--- config.mk ---
export PLATFORM = sky130hd
export DESIGN_NAME = cv32e40p_fetch_req_ctrl
export DESIGN_NICKNAME = d
export VERILOG_FILES = /design/src/rtl/cv32e40p_pkg.sv /design/src/rtl/cv32e40p_fetch_req_ctrl.sv
export SDC_FILE = /design/constraint.sdc
export NUM_CORES = 1
export LEC_CHECK = 0
export ABC_AREA = 0
export CELL_PAD_IN_SITES_DETAIL_PLACEMENT = 0
export CELL_PAD_IN_SITES_GLOBAL_PLACEMENT = 2
export CORE_UTILIZATION = 37
export CTS_BUF_LIST = sky130_fd_sc_hd__clkbuf_8
export DETAILED_ROUTE_END_ITERATION = 12
export PLACE_DENSITY = 0.95
export SETUP_SLACK_MARGIN = 0.15
export SLEW_MARGIN = 20
export SYNTH_ARGS = -nofsm -noshare
export SYNTH_HDL_FRONTEND = slang
export SYNTH_SLANG_ARGS = --single-unit
--- constraint.sdc ---
create_clock -name clk -period 8 [get_ports clk]
set_input_delay 2.4 -clock clk [delete_from_list [all_inputs] [get_ports clk]]
set_output_delay 2.4 -clock clk [all_outputs]
set_load 0.01 [all_outputs]
--- src/rtl/cv32e40p_pkg.sv ---
`default_nettype none
// ============================================================================
// Package     : cv32e40p_pkg
// Description : Shared types and constants for the fetch-side controllers.
//               Provides the fetch request controller state encoding and
//               the default prefetch FIFO depth.
// Revision    : 1.0 - initial release
// ============================================================================
package cv32e40p_pkg;

    // Default prefetch FIFO depth in 32-bit words
    localparam int FETCH_FIFO_DEPTH = 4;

    // Fetch request controller states
    //   IDLE        : normal issue
    //   BRANCH_WAIT : redirect seen while a request was held ungranted
    typedef enum logic [0:0] {
        IDLE        = 1'b0,
        BRANCH_WAIT = 1'b1
    } fetch_state_e;

endpackage : cv32e40p_pkg
`default_nettype wire

--- src/rtl/cv32e40p_fetch_req_ctrl.sv ---
`default_nettype none
// ============================================================================
// Module      : cv32e40p_fetch_req_ctrl
// Description : Fetch-side OBI request controller. Issues word fetches into
//               the prefetch FIFO, limits outstanding + buffered words to
//               DEPTH, and on a branch flushes the FIFO, redirects to the
//               word-aligned target and discards stale in-flight responses.
// Ports       : clk, rst_n          - clock, async active-low reset
//               req_i               - fetch enable from IF stage
//               branch_i            - one-cycle redirect strobe
//               branch_addr_i       - redirect target ([1:0] ignored)
//               fifo_cnt_i          - current FIFO occupancy
//               trans_valid_o/_addr_o, trans_ready_i - OBI request channel
//               resp_valid_i        - OBI response valid (in order)
//               fifo_push_o         - push response word into FIFO
//               fifo_flush_o        - clear FIFO
//               busy_o              - outstanding or request pending
// Revision    : 1.0 - initial release
// ============================================================================
module cv32e40p_fetch_req_ctrl
    import cv32e40p_pkg::*;
#(
    parameter int DEPTH = FETCH_FIFO_DEPTH,
    parameter int CNT_W = $clog2(DEPTH + 1)
) (
    input  logic             clk,
    input  logic             rst_n,
    input  logic             req_i,
    input  logic             branch_i,
    input  logic [31:0]      branch_addr_i,
    input  logic [CNT_W-1:0] fifo_cnt_i,
    output logic             trans_valid_o,
    input  logic             trans_ready_i,
    output logic [31:0]      trans_addr_o,
    input  logic             resp_valid_i,
    output logic             fifo_push_o,
    output logic             fifo_flush_o,
    output logic             busy_o
);

    fetch_state_e     state_q;
    logic [31:0]      addr_q;
    logic [31:0]      baddr_q;
    logic [CNT_W-1:0] cnt_q;
    logic [CNT_W-1:0] flush_cnt_q;
    // A request was presented last cycle and not granted; it must be held
    logic             pend_q;

    logic [CNT_W:0]   occ;
    logic             credit;
    logic             accept;
    logic [31:0]      target;
    logic [CNT_W-1:0] cnt_nxt;
    logic             unused_baddr_lsb;

    // Halfword offset is resolved by the aligner, not here
    assign target           = {branch_addr_i[31:2], 2'b00};
    assign unused_baddr_lsb = ^branch_addr_i[1:0];

    // Sum at CNT_W+1 bits so DEPTH + DEPTH cannot wrap
    assign occ    = {1'b0, cnt_q} + {1'b0, fifo_cnt_i};
    assign credit = occ < (CNT_W+1)'(DEPTH);

    // A held request stays valid regardless of req_i/branch_i/credit;
    // trans_ready_i never feeds back into valid.
    assign trans_valid_o = pend_q || (req_i && !branch_i && credit);
    assign trans_addr_o  = addr_q;
    assign accept        = trans_valid_o && trans_ready_i;

    assign fifo_flush_o  = branch_i;
    assign fifo_push_o   = resp_valid_i && (flush_cnt_q == '0) && !branch_i;
    assign busy_o        = (cnt_q != '0) || trans_valid_o;

    assign cnt_nxt = cnt_q + CNT_W'(accept) - CNT_W'(resp_valid_i);

    always_ff @(posedge clk or negedge rst_n) begin
        if (!rst_n) begin
            state_q     <= IDLE;
            addr_q      <= '0;
            baddr_q     <= '0;
            cnt_q       <= '0;
            flush_cnt_q <= '0;
            pend_q      <= 1'b0;
        end else begin
            cnt_q  <= cnt_nxt;
            pend_q <= trans_valid_o && !trans_ready_i;

            if (accept) begin
                addr_q <= addr_q + 32'd4;
            end

            // On a branch every transaction still outstanding after this
            // cycle (including one granted now) is stale. A request held
            // into BRANCH_WAIT is added when it is finally granted.
            if (branch_i) begin
                flush_cnt_q <= cnt_nxt;
            end else begin
                flush_cnt_q <= flush_cnt_q
                             - CNT_W'(resp_valid_i && (flush_cnt_q != '0))
                             + CNT_W'((state_q == BRANCH_WAIT) && accept);
            end

            case (state_q)
                IDLE: begin
                    if (branch_i) begin
                        if (pend_q && !trans_ready_i) begin
                            state_q <= BRANCH_WAIT;
                            baddr_q <= target;
                        end else begin
                            addr_q  <= target;
                        end
                    end
                end
                BRANCH_WAIT: begin
                    if (branch_i) begin
                        baddr_q <= target;
                    end
                    if (trans_ready_i) begin
                        addr_q  <= branch_i ? target : baddr_q;
                        state_q <= IDLE;
                    end
                end
                default: state_q <= IDLE;
            endcase
        end
    end

endmodule : cv32e40p_fetch_req_ctrl
`default_nettype wire

==> results.json <==
{
  "io_buffers": 74,
  "cts_resized": 0,
  "ff2ff_setup_slack_ns": 4.95,
  "hpwl_um": 7530,
  "yosysTopAreaCellShare_pct": 42.1,
  "start_util_pct": 38.8,
  "htreeDepth": 3,
  "vias": 3693,
  "ys_warn_count": 0,
  "wire_per_inst_um": 17.4,
  "die_h_um": 110,
  "tritoncts": "yes",
  "synthArstFlopShare_pct": 100,
  "cts-root-buf": "clkbuf_8",
  "finalCritPeriodShare_pct": 86.3,
  "rows": 38,
  "cp_max_fo": 16,
  "overflow": 0,
  "cp-end-kind": "output port",
  "fin_crit_ns": 6.91,
  "hold_viol": 0,
  "drc": 0,
  "holdPathEnd": "baddr_q[1]",
  "irDropWorstVdd_uv": 123,
  "r2r-start": "cnt_q[1]",
  "run_status": "finished, final reports clean",
  "clk_latency_ns": 0.34,
  "clk_pin_slew_worst_paths_ns": 0.07,
  "hold_ws_ns": 0.499,
  "finalWirelength_um": 11200,
  "pwr_density_cell_mw_per_mm2": 261,
  "yosysUniqueCellTypes": 56,
  "hold_path_depth": 1,
  "hp-start": "baddr_q[1]",
  "final_cells": 641,
  "cts_made_buffers": 9,
  "skew_ns": 0.0182,
  "avgViaCountPerCell": 5.76,
  "gp_congestion": 0.763,
  "slew_headroom_pct": 33.9,
  "slew_viol_final": 0,
  "synth_nets": 484,
  "setup-tns-final_ns": 0,
  "power_mw": 1.40,
  "fp.dieW_um": 110,
  "die_area_mm2": 0.0120,
  "arrival_ns": 4.51,
  "syn2layout_area_growth_pct": 25.4,
  "r2r_cells": 14,
  "yosysSeqAreaShare_pct": 42.1,
  "max_freq_mhz": 145,
  "rsz0062_at_grt": "no",
  "grt_pass1_vias": 3530,
  "synth_flop_cell": "dfrtp_1",
  "hold_class": "reg2reg",
  "grt.total_usage_pct": 20.0,
  "cts_hold_buf": 0,
  "drt_iter0_markers": 250,
  "setup_violations": 0,
  "crit_type": "in2out",
  "cp.required_ns": 5.60,
  "grt_max_degree": 73,
  "synth_cells": 434,
  "synth_top_cell_by_area": "dfrtp_1",
  "n_antenna_cell": 0,
  "final_layout_size_suffix_gt1_share_pct": 13.6,
  "yosys_register_bits": 72,
  "leakage_nw": 2.20,
  "clock_path_buffers": 2,
  "core_area_mm2": 0.0110,
  "dpl.cell_count": 625,
  "tightest_slew_ns": 0.989,
  "io_pins": 77,
  "post-cts-setup-buffers": 0,
  "antenna_left": 0,
  "postSynthAreaPerCell_um2": 9.86,
  "final_nets": 546,
  "critPathLaunchType": "primary input",
  "grt_pass1_wl_um": 18400,
  "ys_top_cells_by_area": "dfrtp_1 42%, mux2_2 7.9%, mux2i_1 5.4%, nand3_1 2.6%, nand2_1 2.5%",
  "synth_edf_count": 0,
  "netlist_area_mm2": 0.00428,
  "drv_cap": 0,
  "reg2reg_to": "flush_cnt_q[2]",
  "grt_antenna_before_repair": 0,
  "firstDrtPassIters": 5,
  "cts.sinks": 72
}
-- power breakdown --
group          switching (mW)  internal, mW
sequential              0.105         0.487
clock                   0.138         0.215
combinational           0.209         0.247
-- placed cells by master, fill, tap and decap left out, types with 10 or more instances in the layout --
master / instances
o211ai_1: 11
a21oi_1: 15
mux2_2: 30
dfrtp_1: 72
o21ai_0: 16
clkdlybuf4s50_1: 72
clkbuf_8: 10
nor2_1: 25
mux2i_1: 23
nand3_1: 22
nand2_1: 28
xnor2_1: 11
inv_1: 15
-- per-layer routing --
metal  track usage, %  up-vias  routed length (um)
met1             28.1     1825                5300
met4             6.29        0                 107
met5                0        -                   0
met2             31.6      112                5210
li1                 -     1749                   -
met3             3.02        7                 562
-- cell families after synthesis --
group | after synthesis | share of synthesized area (%)
AO/OA/AOI/OAI | 97 | 15.8
XOR/XNOR | 16 | 3.27
multiplexers | 53 | 13.3
flip-flops | 72 | 42.1
buffers and inverters | 44 | 4.18
AND/OR/NAND/NOR | 143 | 18.4
adder cells (fa/ha/maj) | 9 | 2.98
-- stage by stage --
| step | utilization, % | setup slack (ns) | cell area [um^2] |
|---|---|---|---|
| 2_1_floorplan | - | 1.53 | 4280 |
| 3_3_place_gp | 46.4 | 1.11 | 5120 |
| 3_5_place_dp | 46.4 | 1.06 | 5120 |
| 4_1_cts | 48.7 | 1.06 | 5370 |
| 5_1_grt | 48.7 | 0.958 | 5370 |
| 6_report | 48.7 | 1.09 | 5370 |
-- cell usage after synthesis (4+ instances only) --
| cell type | number |
|---|---|
| a22oi_1 | 9 |
| and2_1 | 6 |
| inv_1 | 14 |
| xnor2_1 | 11 |
| o211ai_1 | 11 |
| nand2_1 | 29 |
| nor3_1 | 7 |
| o31ai_1 | 7 |
| a22o_1 | 4 |
| xor2_1 | 5 |
| and4_1 | 4 |
| a21oi_1 | 15 |
| a211oi_1 | 6 |
| and3_1 | 5 |
| nand3_1 | 22 |
| clkbuf_1 | 21 |
| nor4_1 | 5 |
| o21ai_0 | 16 |
| or3_1 | 4 |
| or4_1 | 9 |
| buf_1 | 5 |
| a31oi_1 | 6 |
| mux2i_1 | 23 |
| ha_1 | 7 |
| nand4_1 | 9 |
| dfrtp_1 | 72 |
| mux2_2 | 30 |
| nor2_1 | 25 |
-- final cells by class --
| class | instances | area, um^2 |
|---|---|---|
| Clock buffer | 10 | 138 |
| Fill cell | 1029 | 5660 |
| Sequential cell | 72 | 1800 |
| Tap cell | 140 | 175 |
| Inverter | 14 | 52.6 |
| Clock inverter | 6 | 108 |
| Timing Repair Buffer | 81 | 783 |
| Multi-Input combinational cell | 318 | 2310 |
-- sequential cells by signal, indices dropped and copies added (netlist names) --
signal / cells
baddr_q: 32
trans_addr_o: 32
cnt_q: 3
flush_cnt_q: 3
pend_q: 1
state_q: 1
-- worst max-delay path: stages --
cell and delay, ns:
clkdlybuf4s50_1 0.41, ha_1 0.28, nand3_1 0.08, a31oi_2 0.19, inv_1 0.05, buf_4 0.20, or4_1 0.41, clkdlybuf4s50_1 0.49
-- how the worst max path moves through the flow --
stage                        from     end  slack, ns  depth (start not counted)
floorplan           fifo_cnt_i[1]  busy_o       1.53                          7
global placement    fifo_cnt_i[1]  busy_o       1.11                          8
detailed placement  fifo_cnt_i[1]  busy_o       1.06                          8
CTS                 fifo_cnt_i[1]  busy_o       1.06                          8
global route        fifo_cnt_i[1]  busy_o       0.96                          8
finish              fifo_cnt_i[1]  busy_o       1.09                          8
No activity file was read; power rests on OpenSTA's default activity.
